### src/rtl/ri_point_reader_if.sv
// Range-image BRAM read port and polar point output stream of the point reader.
// Signal names are given from the reader's side (o_ = driven by the reader).
interface ri_point_reader_if;
    logic        o_rdEnable;
    logic [18:0] o_rdAddress;
    logic [15:0] i_rdData;
    logic        o_valid;
    logic        i_ready;
    logic [15:0] o_azimuth;
    logic [15:0] o_elevation;
    logic [15:0] o_range;

    modport master (
        output o_rdEnable, o_rdAddress, o_valid, o_azimuth, o_elevation, o_range,
        input  i_rdData, i_ready
    );

    modport slave (
        input  o_rdEnable, o_rdAddress, o_valid, o_azimuth, o_elevation, o_range,
        output i_rdData, i_ready
    );
endinterface

### src/rtl/ri_point_reader.sv
// Scans a stored range image and emits one polar point (azimuth, elevation, range)
// per non-empty pixel, using incremental Q8 angle accumulators instead of dividers.
module ri_point_reader #(
    parameter int RI_WIDTH   = 1024,
    parameter int RI_HEIGHT  = 64,
    parameter int AZ_STEP_Q8 = 9000,
    parameter int EL_STEP_Q8 = 12000,
    parameter int MAX_ANGLE  = 1500
) (
    input  logic              clk,
    input  logic              reset,
    input  logic              i_start,
    output logic              o_busy,
    output logic              o_done,
    output logic [18:0]       o_pointCount,
    ri_point_reader_if.master bus
);
    localparam int XW = (RI_WIDTH  > 1) ? $clog2(RI_WIDTH)  : 1;
    localparam int YW = (RI_HEIGHT > 1) ? $clog2(RI_HEIGHT) : 1;
    localparam logic [XW-1:0] X_LAST    = XW'(RI_WIDTH - 1);
    localparam logic [YW-1:0] Y_LAST    = YW'(RI_HEIGHT - 1);
    localparam logic [XW-1:0] X_ONE     = XW'(32'd1);
    localparam logic [YW-1:0] Y_ONE     = YW'(32'd1);
    localparam logic [31:0]   AZ_STEP   = 32'(AZ_STEP_Q8);
    localparam logic [31:0]   EL_STEP   = 32'(EL_STEP_Q8);
    localparam logic [15:0]   AZ_OFFSET = 16'd18000;
    localparam logic [15:0]   EL_TOP    = 16'(MAX_ANGLE);

    typedef enum logic [2:0] {
        IDLE = 3'd0,
        REQ  = 3'd1,
        CAPT = 3'd2,
        OUT  = 3'd3,
        FIN  = 3'd4
    } state_t;

    state_t        r_state;
    state_t        w_state_next;
    logic [XW-1:0] r_x;
    logic [YW-1:0] r_y;
    logic [31:0]   r_az_acc;
    logic [31:0]   r_el_acc;
    logic [18:0]   r_addr;
    logic [18:0]   r_point_count;
    logic          r_busy;
    logic          r_done;
    logic          r_rd_enable;
    logic          r_valid;
    logic [15:0]   r_azimuth;
    logic [15:0]   r_elevation;
    logic [15:0]   r_range;

    logic          w_start;
    logic          w_capture;
    logic          w_accept;
    logic          w_advance;
    logic          w_last;
    logic [15:0]   w_azimuth;
    logic [15:0]   w_elevation;

    // Next-state decode plus the per-cycle actions that the register block applies.
    always_comb begin
        w_state_next = r_state;
        w_start      = 1'b0;
        w_capture    = 1'b0;
        w_accept     = 1'b0;
        w_advance    = 1'b0;
        w_last       = (r_x == X_LAST) && (r_y == Y_LAST);
        // Round to nearest centi-degree, then truncate to 16-bit two's complement.
        w_azimuth    = 16'((r_az_acc + 32'd128) >> 5'd8) - AZ_OFFSET;
        w_elevation  = EL_TOP - 16'((r_el_acc + 32'd128) >> 5'd8);
        case (r_state)
            IDLE: begin
                if (i_start) begin
                    w_start      = 1'b1;
                    w_state_next = REQ;
                end else begin
                    w_state_next = IDLE;
                end
            end
            REQ: begin
                w_state_next = CAPT;
            end
            CAPT: begin
                if (bus.i_rdData == 16'd0) begin
                    w_advance    = 1'b1;
                    w_state_next = w_last ? FIN : REQ;
                end else begin
                    w_capture    = 1'b1;
                    w_state_next = OUT;
                end
            end
            OUT: begin
                if (r_valid && bus.i_ready) begin
                    w_accept     = 1'b1;
                    w_advance    = 1'b1;
                    w_state_next = w_last ? FIN : REQ;
                end else begin
                    w_state_next = OUT;
                end
            end
            FIN: begin
                w_state_next = IDLE;
            end
            default: begin
                w_state_next = IDLE;
            end
        endcase
    end

    // State, pixel counters, accumulators and registered outputs.
    always_ff @(posedge clk) begin
        if (reset) begin
            r_state       <= IDLE;
            r_x           <= '0;
            r_y           <= '0;
            r_az_acc      <= 32'd0;
            r_el_acc      <= 32'd0;
            r_addr        <= 19'd0;
            r_point_count <= 19'd0;
            r_busy        <= 1'b0;
            r_done        <= 1'b0;
            r_rd_enable   <= 1'b0;
            r_valid       <= 1'b0;
            r_azimuth     <= 16'd0;
            r_elevation   <= 16'd0;
            r_range       <= 16'd0;
        end else begin
            r_state     <= w_state_next;
            // Strobes follow the state being entered so they line up with it.
            r_rd_enable <= (w_state_next == REQ);
            r_valid     <= (w_state_next == OUT);
            r_done      <= (w_state_next == FIN);
            r_busy      <= (w_state_next == REQ) || (w_state_next == CAPT) ||
                           (w_state_next == OUT);

            if (w_start) begin
                r_x           <= '0;
                r_y           <= '0;
                r_az_acc      <= 32'd0;
                r_el_acc      <= 32'd0;
                r_addr        <= 19'd0;
                r_point_count <= 19'd0;
            end else if (w_advance && !w_last) begin
                r_addr <= r_addr + 19'd1;
                if (r_x == X_LAST) begin
                    r_x      <= '0;
                    r_az_acc <= 32'd0;
                    r_y      <= r_y + Y_ONE;
                    r_el_acc <= r_el_acc + EL_STEP;
                end else begin
                    r_x      <= r_x + X_ONE;
                    r_az_acc <= r_az_acc + AZ_STEP;
                end
            end

            if (w_accept) begin
                r_point_count <= r_point_count + 19'd1;
            end

            if (w_capture) begin
                r_range     <= bus.i_rdData;
                r_azimuth   <= w_azimuth;
                r_elevation <= w_elevation;
            end
        end
    end

    assign o_busy          = r_busy;
    assign o_done          = r_done;
    assign o_pointCount    = r_point_count;
    assign bus.o_rdEnable  = r_rd_enable;
    assign bus.o_rdAddress = r_addr;
    assign bus.o_valid     = r_valid;
    assign bus.o_azimuth   = r_azimuth;
    assign bus.o_elevation = r_elevation;
    assign bus.o_range     = r_range;
endmodule

### src/flat_wrapper.sv
// flat-port wrapper written by rule: the top's interface ports become plain ports
module ri_point_reader_flat 
#(
    parameter int RI_WIDTH   = 1024,
    parameter int RI_HEIGHT  = 64,
    parameter int AZ_STEP_Q8 = 9000,
    parameter int EL_STEP_Q8 = 12000,
    parameter int MAX_ANGLE  = 1500
)
  (clk, reset, i_start, o_busy, o_done, o_pointCount, bus_o_rdEnable, bus_o_rdAddress, bus_o_valid, bus_o_azimuth, bus_o_elevation, bus_o_range, bus_i_rdData, bus_i_ready);
  ri_point_reader_if bus_i ();
  input  logic clk;
  input  logic reset;
  input  logic i_start;
  output logic o_busy;
  output logic o_done;
  output logic [18:0] o_pointCount;
  output wire logic [$bits(bus_i.o_rdEnable)-1:0] bus_o_rdEnable;
  output wire logic [$bits(bus_i.o_rdAddress)-1:0] bus_o_rdAddress;
  output wire logic [$bits(bus_i.o_valid)-1:0] bus_o_valid;
  output wire logic [$bits(bus_i.o_azimuth)-1:0] bus_o_azimuth;
  output wire logic [$bits(bus_i.o_elevation)-1:0] bus_o_elevation;
  output wire logic [$bits(bus_i.o_range)-1:0] bus_o_range;
  input wire logic [$bits(bus_i.i_rdData)-1:0] bus_i_rdData;
  input wire logic [$bits(bus_i.i_ready)-1:0] bus_i_ready;
  assign bus_o_rdEnable = bus_i.o_rdEnable;
  assign bus_o_rdAddress = bus_i.o_rdAddress;
  assign bus_o_valid = bus_i.o_valid;
  assign bus_o_azimuth = bus_i.o_azimuth;
  assign bus_o_elevation = bus_i.o_elevation;
  assign bus_o_range = bus_i.o_range;
  assign bus_i.i_rdData = bus_i_rdData;
  assign bus_i.i_ready = bus_i_ready;
  ri_point_reader #(.RI_WIDTH(RI_WIDTH), .RI_HEIGHT(RI_HEIGHT), .AZ_STEP_Q8(AZ_STEP_Q8), .EL_STEP_Q8(EL_STEP_Q8), .MAX_ANGLE(MAX_ANGLE)) u_core (.clk(clk), .reset(reset), .i_start(i_start), .o_busy(o_busy), .o_done(o_done), .o_pointCount(o_pointCount), .bus(bus_i));
endmodule
### config.mk
export PLATFORM = sky130hd
export DESIGN_NAME = ri_point_reader_flat
export DESIGN_NICKNAME = d
export VERILOG_FILES = /design/src/rtl/ri_point_reader_if.sv /design/src/rtl/ri_point_reader.sv /design/src/flat_wrapper.sv
export SDC_FILE = /design/constraint.sdc
export NUM_CORES = 1
export LEC_CHECK = 0
export ABC_AREA = 0
export CORE_MARGIN = 3
export CORE_UTILIZATION = 51
export CTS_BUF_LIST = sky130_fd_sc_hd__clkbuf_4
export DETAILED_ROUTE_END_ITERATION = 10
export GPL_TIMING_DRIVEN = 0
export PLACE_DENSITY = 0.79
export SLEW_MARGIN = 20
export SYNTH_ARGS = -nofsm -noshare
export SYNTH_HDL_FRONTEND = slang
export SYNTH_SLANG_ARGS = --single-unit
export TNS_END_PERCENT = 30
### constraint.sdc
create_clock -name clk -period 3 [get_ports clk]
set_clock_uncertainty 0.2 [all_clocks]
set_input_delay 0.45 -clock clk [delete_from_list [all_inputs] [get_ports clk]]
set_output_delay 0.45 -clock clk [all_outputs]
set_load 0.05 [all_outputs]
==> metrics.yaml <==
status: "finished, final reports clean"
synth-seq-area-share_pct: 38.9
postRouteAntennaNets: 0
vias: 7384
clock.fmax_mhz: 349
regToRegStartpoint: "u_core.r_el_acc[7]$_SDFFE_PP0P_"
min_path_cells: 2
path_max_fanout: 7
slowest_delay_ns: 0.66
tns_ns: 0
root_buffer: "clkbuf_4"
path_clk_slew_ns: 0.12
tightest_slew_ns: 1.08
cp_slowest_cell: "or4_1"
holdWs_ns: 0.262
max_slew_margin_pct: 27.1
fin_crit_ns: 2.86
layout_commonest_cell: "dfxtp_1"
grt_pass1_wl_um: 32600
drt_iter0_drc: 481
r2r_slack_ns: 0.15
grt-ovfl-total: 0
rsz0062_at_grt: "true"
r2r_end: "u_core.bus.o_elevation[14]$_SDFFE_PP0P_"
synth_area_um2: 7680
syn_inst: 968
critPathRequiredTime_ns: 3.29
ir_worst_vdd_mv: 0.231
p_per_area_nw_per_um2: 416
final_net_count: 1130
yosys_warnings: 0
routed_via_density: 5.70
synth.avg_cell_area_um2: 7.93
syn2layout_area_growth_pct: 23.4
synth_edf_count: 0
pre_cts_slack_ns: -0.660
drc_errors: 0
startpoint: "bus_i_rdData[3]"
cts_tree: "yes"
holdCritPathClass: "reg -> reg"
grt_max_degree: 17
die_h_um: 129
wire_per_inst_um: 15.4
die_x_um: 129
synth_async_sr_flop_share_pct: 0
gp_congestion: 0.898
crit_end: "u_core.bus.o_rdAddress[15]$_SDFFE_PP0P_"
ys_seq_elements: 149
slew_violations: 0
grt_antenna_before_repair: 1
core_um2: 14600
hold_viol_final: 0
ys_types: 61
clock_path_buffers: 2
initial_utilization_pct: 52.4
hpwl_um: 14800
cellLeakagePower_nw: 3.09
setup_viol: 0
pin_count: 110
drt_pass1_iterations: 5
cts_sinks: 149
reg2regPathDepth: 9
startpoint_type: "input pin"
cts_htree_levels: 4
insertion_delay_ns: 0.56
grtUsageTotal_pct: 24.2
die_area_um2: 16600
arrival_ns: 3.15
critical_path_class: "in -> reg"
drive_gt1_share_pct: 7.38
path_cells: "clkdlybuf4s50_1 > nor4_4 > nand4_4 > o31ai_4 > nand2_1 > or4_1 > or3_1 > a21oi_1"
worstSetupEndpointType: "flip-flop"
cts_inserted_buffers: 17
fp-row-count: 44
grt_pass1_vias: 6662
wirelength_um: 20000
worst_slack_ns: 0.138
final_cell_mix: "146 x dfxtp_1, 125 x nor2_1, 109 x clkdlybuf4s50_1, 108 x nand2_1, 67 x xnor2_1"
syn-num-nets: 1000
cap_viol_max_count: 0
io_buffers: 109
synth-main-ff-cell: "dfxtp_1"
finalCritPeriodShare_pct: 95.4
==> logic make-up (layout without fill, tap and decap cells) <==
kind of cell / count (synthesis) / count (layout) / share of synthesized area (%)
fa+ha+maj: 12 / 12 / 1.96
buf+inv: 87 / 230 / 4.38
xor+xnor: 100 / 100 / 11.4
other cells: 0 / 1 / 0
mux: 7 / 7 / 0.945
flops: 149 / 149 / 38.9
compound gates: 166 / 166 / 13.9
simple gates: 447 / 447 / 28.6
==> stage by stage <==
stage | util, % | total power [mW] | area, um^2 | cells
2_1_floorplan | - | 2.43 | 7680 | 968
6_report | 64.7 | 3.94 | 9470 | 1296
4_1_cts | 63.8 | 3.96 | 9340 | 1292
3_5_place_dp | 61.4 | 2.64 | 9000 | 1261
5_1_grt | 64.7 | 4.09 | 9470 | 1296
3_3_place_gp | 61.4 | 2.63 | 9000 | 1261
==> power breakdown <==
group / leakage, nW / switching, mW / internal [mW]
Combinational: 1.74 / 0.371 / 0.163
Sequential: 1.21 / 0.0323 / 2.03
Clock: 0.150 / 0.737 / 0.605
Total: 3.09 / 1.14 / 2.80
==> worst max-delay path, delay by kind of cell <==
kind,cells,cell delay (ns)
compound gates,2,0.52
simple gates,5,1.71
buf+inv,1,0.47
==> worst min path at each step <==
stage,start,endpoint,slack (ns)
2_1_floorplan,u_core.r_x[9]$_SDFFE_PP0P_,u_core.r_x[9]$_SDFFE_PP0P_,0.25
3_5_place_dp,u_core.bus.o_range[15]$_SDFFE_PP0P_,u_core.bus.o_range[15]$_SDFFE_PP0P_,0.25
3_3_place_gp,u_core.bus.o_elevation[5]$_SDFFE_PP0P_,u_core.bus.o_elevation[5]$_SDFFE_PP0P_,0.24
6_report,u_core.bus.o_elevation[5]$_SDFFE_PP0P_,u_core.bus.o_elevation[5]$_SDFFE_PP0P_,0.26
5_1_grt,bus_i_rdData[12],u_core.bus.o_range[12]$_SDFFE_PP0P_,0.24
4_1_cts,bus_i_rdData[11],u_core.bus.o_range[11]$_SDFFE_PP0P_,0.23
==> cells in the mapped netlist, types with 23 or more instances <==
cell	number	area share [%]
clkbuf_1	51	2.5
nor3_1	34	2.2
nor2_1	125	6.1
nand3_1	55	3.6
o21ai_0	27	1.8
dfxtp_1	149	39
nand2_1	108	5.3
inv_1	23	1.1
a211oi_1	23	2.2
a21oi_1	63	4.1
nand4_1	30	2.4
xor2_1	33	3.8
xnor2_1	67	7.6
==> layout make-up <==
class                   instances  area [um^2]
fillers                      1278         5170
well taps                     184          230
flip-flops and latches        149         2990
clock inverters                12          154
plain buffers                  60          255
clock buffers                  20          150
repair buffers                115         1140
diodes                          1         2.50
inverters                      23         86.3
multi-input cells             732         4470
==> what timing repair did <==
action	4_1_cts	5_1_grt
setup buffers	0	6
cloned	0	0
pin swaps	0	7
endpoints found under the setup margin	38	37
resized for setup	17	24
hold buffers	0	0
==> state kept, by name, indices dropped and copies added (netlist names) <==
| name | cells |
|---|---|
| u_core.bus.o_azimuth | 16 |
| u_core.bus.o_elevation | 16 |
| u_core.bus.o_range | 16 |
| u_core.bus.o_rdAddress | 19 |
| u_core.bus.o_rdEnable | 1 |
| u_core.bus.o_valid | 1 |
| u_core.o_busy | 1 |
| u_core.o_done | 1 |
| u_core.o_pointCount | 19 |
| u_core.r_az_acc | 21 |
| u_core.r_el_acc | 19 |
| u_core.r_state | 3 |
| u_core.r_x | 10 |
| u_core.r_y | 6 |
==> metal layers <==
metal | share of wire (%) | wire, um | GRT usage (%)
met1 | 45 | 9080 | 32.3
met5 | 0 | 0 | 0
met4 | 2.5 | 495 | 9.26
met3 | 5.9 | 1170 | 4.82
met2 | 46 | 9230 | 38.7
Power figures use the tool's default switching activity.
